`src/rtl/writeback_regfile.sv`:
```
// Writeback stage and architectural register file x0..x31.
// Two combinational read ports with same-cycle bypass, commit record and instret.
module writeback_regfile #(
  parameter int                XLEN     = 32,
  parameter logic [XLEN-1:0]   SP_RESET = 32'h0004_4000,
  parameter int                CNT_W    = 64
) (
  input  logic             clk,
  input  logic             rst_n,
  input  logic             wb_valid,
  input  logic             w_reg,
  input  logic [4:0]       dst_addr,
  input  logic [1:0]       wb_sel,
  input  logic [XLEN-1:0]  alu_res,
  input  logic [XLEN-1:0]  load_data,
  input  logic [XLEN-1:0]  link,
  input  logic [4:0]       rs1_addr,
  input  logic [4:0]       rs2_addr,
  output logic [XLEN-1:0]  rs1_data,
  output logic [XLEN-1:0]  rs2_data,
  output logic             cmt_we,
  output logic [4:0]       cmt_addr,
  output logic [XLEN-1:0]  cmt_data,
  output logic [CNT_W-1:0] instret
);

  logic [XLEN-1:0]  regs_q [32];
  logic [XLEN-1:0]  regs_d [32];
  logic             cmt_we_q, cmt_we_d;
  logic [4:0]       cmt_addr_q, cmt_addr_d;
  logic [XLEN-1:0]  cmt_data_q, cmt_data_d;
  logic [CNT_W-1:0] instret_q, instret_d;

  logic            we;
  logic [XLEN-1:0] wdata;

  always_comb begin
    unique case (1'b1)
      (wb_sel == 2'b01): wdata = load_data;
      (wb_sel == 2'b10): wdata = link;
      default:           wdata = alu_res;
    endcase
    we = wb_valid & w_reg & (dst_addr != 5'd0);
  end

  always_comb begin
    regs_d = regs_q;
    if (we) regs_d[dst_addr] = wdata;
    regs_d[0] = '0;
  end

  always_comb begin
    cmt_we_d   = we;
    cmt_addr_d = we ? dst_addr : 5'd0;
    cmt_data_d = we ? wdata : '0;
    instret_d  = instret_q + CNT_W'(wb_valid);
  end

  // Bypass so a consumer in decode sees the value being committed this cycle
  always_comb begin
    rs1_data = '0;
    if (rs1_addr != 5'd0)
      rs1_data = (we && rs1_addr == dst_addr) ? wdata : regs_q[rs1_addr];
    rs2_data = '0;
    if (rs2_addr != 5'd0)
      rs2_data = (we && rs2_addr == dst_addr) ? wdata : regs_q[rs2_addr];
  end

  always_ff @(posedge clk or negedge rst_n) begin
    if (!rst_n) begin
      for (int i = 0; i < 32; i++)
        regs_q[i] <= (i == 2) ? SP_RESET : '0;
      cmt_we_q   <= 1'b0;
      cmt_addr_q <= 5'd0;
      cmt_data_q <= '0;
      instret_q  <= '0;
    end else begin
      regs_q     <= regs_d;
      cmt_we_q   <= cmt_we_d;
      cmt_addr_q <= cmt_addr_d;
      cmt_data_q <= cmt_data_d;
      instret_q  <= instret_d;
    end
  end

  assign cmt_we   = cmt_we_q;
  assign cmt_addr = cmt_addr_q;
  assign cmt_data = cmt_data_q;
  assign instret  = instret_q;

endmodule

```
`config.mk`:
```
export PLATFORM = sky130hd
export DESIGN_NAME = writeback_regfile
export DESIGN_NICKNAME = d
export VERILOG_FILES = /design/src/rtl/writeback_regfile.sv
export SDC_FILE = /design/constraint.sdc
export NUM_CORES = 2
export LEC_CHECK = 0
export ABC_CLOCK_PERIOD_IN_PS = 2300
export CAP_MARGIN = 20
export CORE_ASPECT_RATIO = 0.5
export CORE_MARGIN = 10
export CORE_UTILIZATION = 55
export DETAILED_ROUTE_END_ITERATION = 8
export GPL_ROUTABILITY_DRIVEN = 0
export PLACE_DENSITY = 0.83
export SETUP_SLACK_MARGIN = 0.4
export SLEW_MARGIN = 10
export SYNTH_ARGS = -nofsm -noshare
export SYNTH_HDL_FRONTEND = slang
export SYNTH_SLANG_ARGS = --single-unit
export TNS_END_PERCENT = 30
```
`constraint.sdc`:
```
create_clock -name clk -period 2.3 [get_ports clk]
set_input_delay 0.46 -clock clk [delete_from_list [all_inputs] [get_ports clk]]
set_output_delay 0.46 -clock clk [all_outputs]
set_load 0.005 [all_outputs]
```
==> results of run 1 <==
==> cells in the mapped netlist, drive strengths merged, types with 45 or more instances <==
cell / n
mux2i: 129
o21ai: 1056
a22oi: 64
mux2: 65
a221oi: 93
dfrtp: 1092
nor2b: 102
buf: 134
nor2: 85
clkbuf: 384
mux4: 447
nor3: 45
nand2: 1049
==> per-layer routing <==
metal / GRT overflow / global-route usage
met5: 2 / 0.577
met4: 86 / 0.635
met3: 8 / 0.682
met2: 71 / 0.803
met1: 8 / 0.636
==> kinds of logic after synthesis <==
family                     after synthesis
and+or+nand+nor                       1383
xor gates and xnor gates                72
DFF                                   1094
muxes                                  641
buffers and inverters                  535
adders and majority gates                4
AOI/OAI and AO/OA                     1380
==> through the flow <==
| stage | area (um2) | setup TNS (ns) | instances | setup WS [ns] |
|---|---|---|---|---|
| floorplan | 56800 | -1.32 | 5109 | -0.0387 |
| global placement | 66800 | -385.85 | 6997 | -1.30 |
| detailed placement | 66800 | -445.43 | 6997 | -1.31 |
| CTS | 72700 | -41.69 | 7323 | -0.789 |
==> repair_timing <==
item	in CTS
pin swaps	127
gates resized for setup	705
endpoints found under the hold margin	28
hold buffers	1
endpoints found under the setup margin	799
cloned	8
buffers inserted	138
==> impl_metrics.csv, run 1 <==
group,metric,value,unit
cts,clock_path_buffers,3,
floorplanning,io_pins,283,
logic_synthesis,synth_compound_area_frac,0.143,
logic_synthesis,synth.avg_cell_area,11.0,um2
cts,cts_sinks,1094,
global_routing,grt_max_degree,98,
logic_synthesis,synth-simple-area-share,0.105,
logic_synthesis,synth_seq_cells,1094,
global_routing,track_usage,0.692,
logic_synthesis,synth_nets,5230,
global_routing,overflow,175,
logic_synthesis,synthArstFlopShare,1.00,
logic_synthesis,syn_area,56400,um2
logic_synthesis,synth-xor-area-share,0.0112,
place,numPortBuffers,282,
logic_synthesis,synth_adder_area_share,0.000887,
logic_synthesis,yosysTopAreaCell,"dfrtp_1",
floorplanning,fp.dieW,473,um
logic_synthesis,synthMuxAreaShare,0.214,
floorplanning,start_util,0.559,
logic_synthesis,synth_top_family_by_area,"multiplexers",
logic_synthesis,synthTopCellsByArea,"dfrtp_1 (48%), mux4_2 (18%), o21ai_0 (8.1%), nand2_1 (7.0%), clkbuf_1 (2.6%)",
logic_synthesis,synth_cell_types,58,
run_status,haltStage,"global routing (5_1_grt)",
run_status,tool.error,"[ERROR GRT-0232] Routing congestion too high. Check the congestion heatmap in the GUI.",
logic_synthesis,synth_edf_count,0,
sta,worstEndpointGrtRepair,"rs1_data[9]",
run_status,status,"aborted with a tool error",
cts,root_buffer,"clkbuf_16",
logic_synthesis,syn_inst,5109,
global_routing,antenna_found_initial,63,
floorplanning,rows,82,
floorplanning,die_h,246,um
logic_synthesis,ys_warn_count,0,
cts,cts_max_level,3,
logic_synthesis,synth_top_cell_area_share,0.484,
sta,worst-ep-kind,"output port",
logic_synthesis,synthFlopType,"dfrtp_1",
logic_synthesis,ys_seq_area_frac,0.485,
cts,numCtsBuffers,98,
place,dp_hpwl,140000,um
==> run 2: changes to the inputs <==
- ABC_CLOCK_PERIOD_IN_PS: 2300 -> 3000
- CORE_ASPECT_RATIO: 0.5 -> default
- CORE_UTILIZATION: 55 -> 40
- PLACE_DENSITY: 0.83 -> default
- PLACE_DENSITY_LB_ADDON: default -> 0.15
- SETUP_SLACK_MARGIN: 0.4 -> default
- clock period: 2.3 -> 3 ns (I/O delays scaled with it)
==> impl_metrics.csv, run 2 <==
group,metric,value,unit
global_routing,grt_util_met2,0.413,
detailed_routing,wire_per_inst,27.9,um
run_status,status,"complete, but fails checks",
layout,diodes,0,
cts,numCtsBuffers,121,
logic_synthesis,synth.avg_cell_area,11.0,um2
sta,max_freq,306,MHz
layout,multi_input_area,28800,um2
cts,cts_tree,"done",
detailed_routing,num_vias,45400,
logic_synthesis,synthArstFlopShare,1.00,
global_routing,grt_pass1_wl,319000,um
global_routing,busiest_layer,"met2",
power_and_ir_drop,p_leak,0.0318,uW
layout,final_cell_mix,"dfrtp_1 (1092), nand2_1 (1017), o21ai_0 (915)",
logic_synthesis,synth_cell_types,58,
critical_path,critPathMaxFanout,6,
global_routing,grt_pass1_vias,45800,
floorplanning,die_h,396,um
detailed_routing,wl,215000,um
detailed_routing,firstDrtPassIters,5,
sta,tightest_slew,0.777,ns
critical_path,cp-start-kind,"input port",
sta,drv_slew,0,
sta,tns,-11.22,ns
layout,fillers,12300,
sta,fin_worst_skew,0.00793,ns
layout,syn2layout_area_growth,31.6,%
power_and_ir_drop,peakVddDrop,0.498,mV
logic_synthesis,synth_top_cell_area_share,0.484,
sta,relSlewSlack,0.480,
logic_synthesis,syn_area,56400,um2
layout,final_common_cell,"dfrtp_1",
min_path,hp-class,"input port to async pin",
run_status,violations,"negative setup slack",
sta,rsz0062_at_grt,"yes",
power_and_ir_drop,finalPower,41900,uW
logic_synthesis,yosysTopAreaCell,"dfrtp_1",
logic_synthesis,synth_edf_count,0,
layout,final_nets,5866,
sta,setup_ws,-0.271,ns
logic_synthesis,ys_warn_count,0,
layout,top_register,"regs_q",
logic_synthesis,synth_seq_cells,1094,
floorplanning,core-area,140000,um2
global_routing,grt.met3_usage,0.0596,
sta,whs,0.366,ns
logic_synthesis,ys_seq_area_frac,0.485,
sta,post-route-min-period,3.27,ns
global_routing,met1_usage,0.374,
detailed_routing,vias_per_cell,5.87,
global_routing,overflow,0,
critical_path,worstSetupPathType,"input port to output pin",
sta,setup_violations,64,
detailed_routing,first_iter_violations,3972,
flow_run,cap_violations,0,
cts,root_buffer,"clkbuf_16",
logic_synthesis,synth_common_cells,"dfrtp_1 (1092), nand2_1 (1047), o21ai_0 (917)",
place,dp_hpwl,138000,um
logic_synthesis,synth_nets,5230,
critical_path,endpoint_kind,"output pin",
layout,drive_above_1_share,0.323,
layout,largest_reg_flops,992,
detailed_routing,drcViolationCount,0,
place,place_ws,-1.36,ns
critical_path,cp.arrival,2.67,ns
detailed_routing,drtAntennaViolNets,0,
place,numPortBuffers,282,
cts,clock_path_buffers,3,
global_routing,track_usage,0.270,
sta,final.period_utilization,1.09,
sta,hold_viol,0,
global_routing,grt_max_degree,95,
cts,clk_pin_slew_worst_paths,0.06,ns
cts,cts_max_level,3,
logic_synthesis,synthFlopType,"dfrtp_1",
cts,insertion_delay,0.74,ns
logic_synthesis,syn_inst,5109,
floorplanning,io_pins,283,
floorplanning,fp.dieW,396,um
layout,seq_area,27400,um2
floorplanning,rows,137,
critical_path,cp_data_required_time,2.40,ns
global_routing,antenna_found_initial,4,
logic_synthesis,synth.most_common_cell,"dfrtp_1",
floorplanning,start_util,0.403,
power_and_ir_drop,power.density,565,nW/um2
floorplanning,dieArea,156000,um2
logic_synthesis,synthTopCellsByArea,"dfrtp_1 (48%), mux4_2 (18%), o21ai_0 (8.1%), nand2_1 (7.0%), clkbuf_1 (2.6%)",
cts,cts_sinks,1094,
==> run 2: cell counts after synthesis <==
Identical to the previous run, type by type.
==> run 2: logic make-up (layout without fill, tap and decap cells) <==
| kind of cell | count (synthesis) | after routing | share of synthesized area |
|---|---|---|---|
| adders and majority gates | 4 | 4 | 0.000887 |
| muxes | 641 | 641 | 0.214 |
| xor gates and xnor gates | 72 | 72 | 0.0112 |
| DFF | 1094 | 1094 | 0.485 |
| and+or+nand+nor | 1383 | 1383 | 0.105 |
| AOI/OAI and AO/OA | 1380 | 1380 | 0.143 |
| buffers and inverters | 535 | 1275 | 0.0404 |
==> run 2: per-layer routing <==
layer  vias to the layer above  part of all wire
met5                         -          0.000046
met4                         2             0.041
met3                       388             0.081
met2                      1813              0.45
met1                     23200              0.43
li1                      20000                 -
==> run 2: worst paths after layout <==
path                             start     endpoint  slack [ns]  depth (start not counted)
min                              rst_n  cmt_data[6]        0.37                          2
max                        rs2_addr[0]  rs2_data[0]       -0.27                         11
min in group clk                 w_reg  cmt_addr[2]        0.39                          3
max in group asynchronous        rst_n  regs_q[709]        1.65                          4
min reg2reg                instret[63]  instret[63]        0.48                          1
max reg2reg                instret[27]  instret[58]        0.79                          5
==> run 2: area by class of cell <==
class / instances / share of cell area
Clock inverter: 47 / 0.00892
Timing Repair Buffer: 1031 / 0.153
Multi-Input combinational cell: 3480 / 0.388
Inverter: 17 / 0.000927
Sequential cell: 1094 / 0.369
Tap cell: 1876 / 0.0316
Clock buffer: 180 / 0.0486
==> run 2: critical path, cell delays in order <==
cell and delay [ns]:
buf_16 0.16, buf_12 0.16, buf_12 0.15, buf_12 0.12, mux4_2 0.52, a22oi_2 0.19, o31ai_1 0.09, buf_4 0.15
a32oi_4 0.23, o21ai_4 0.14, buf_6 0.15
==> run 2: report_power, final <==
part           switching [uW]  total (uW)  internal [uW]
Combinational            4120        8280           4150
Clock                    6430       16000           9560
Sequential               1260       17600          16400
Total                   11800       41900          30100
==> run 2: what timing repair did <==
| item | CTS | global route |
|---|---|---|
| pin swaps | 95 | 33 |
| hold buffers | 1 | 0 |
| cloned | 20 | 5 |
| gates resized for setup | 600 | 96 |
| endpoints found under the setup margin | 64 | 64 |
| hold endpoints to repair | 40 | 0 |
| setup buffers | 120 | 29 |
==> run 2: stage by stage <==
step                area, um2   util  std cells
floorplan               56400      -       5109
global placement        66200  0.473       7355
detailed placement      66200  0.473       7355
CTS                     73600  0.526       7701
global route            74200  0.531       7725
finish                  74200  0.531       7725
Power figures use the tool's default switching activity.
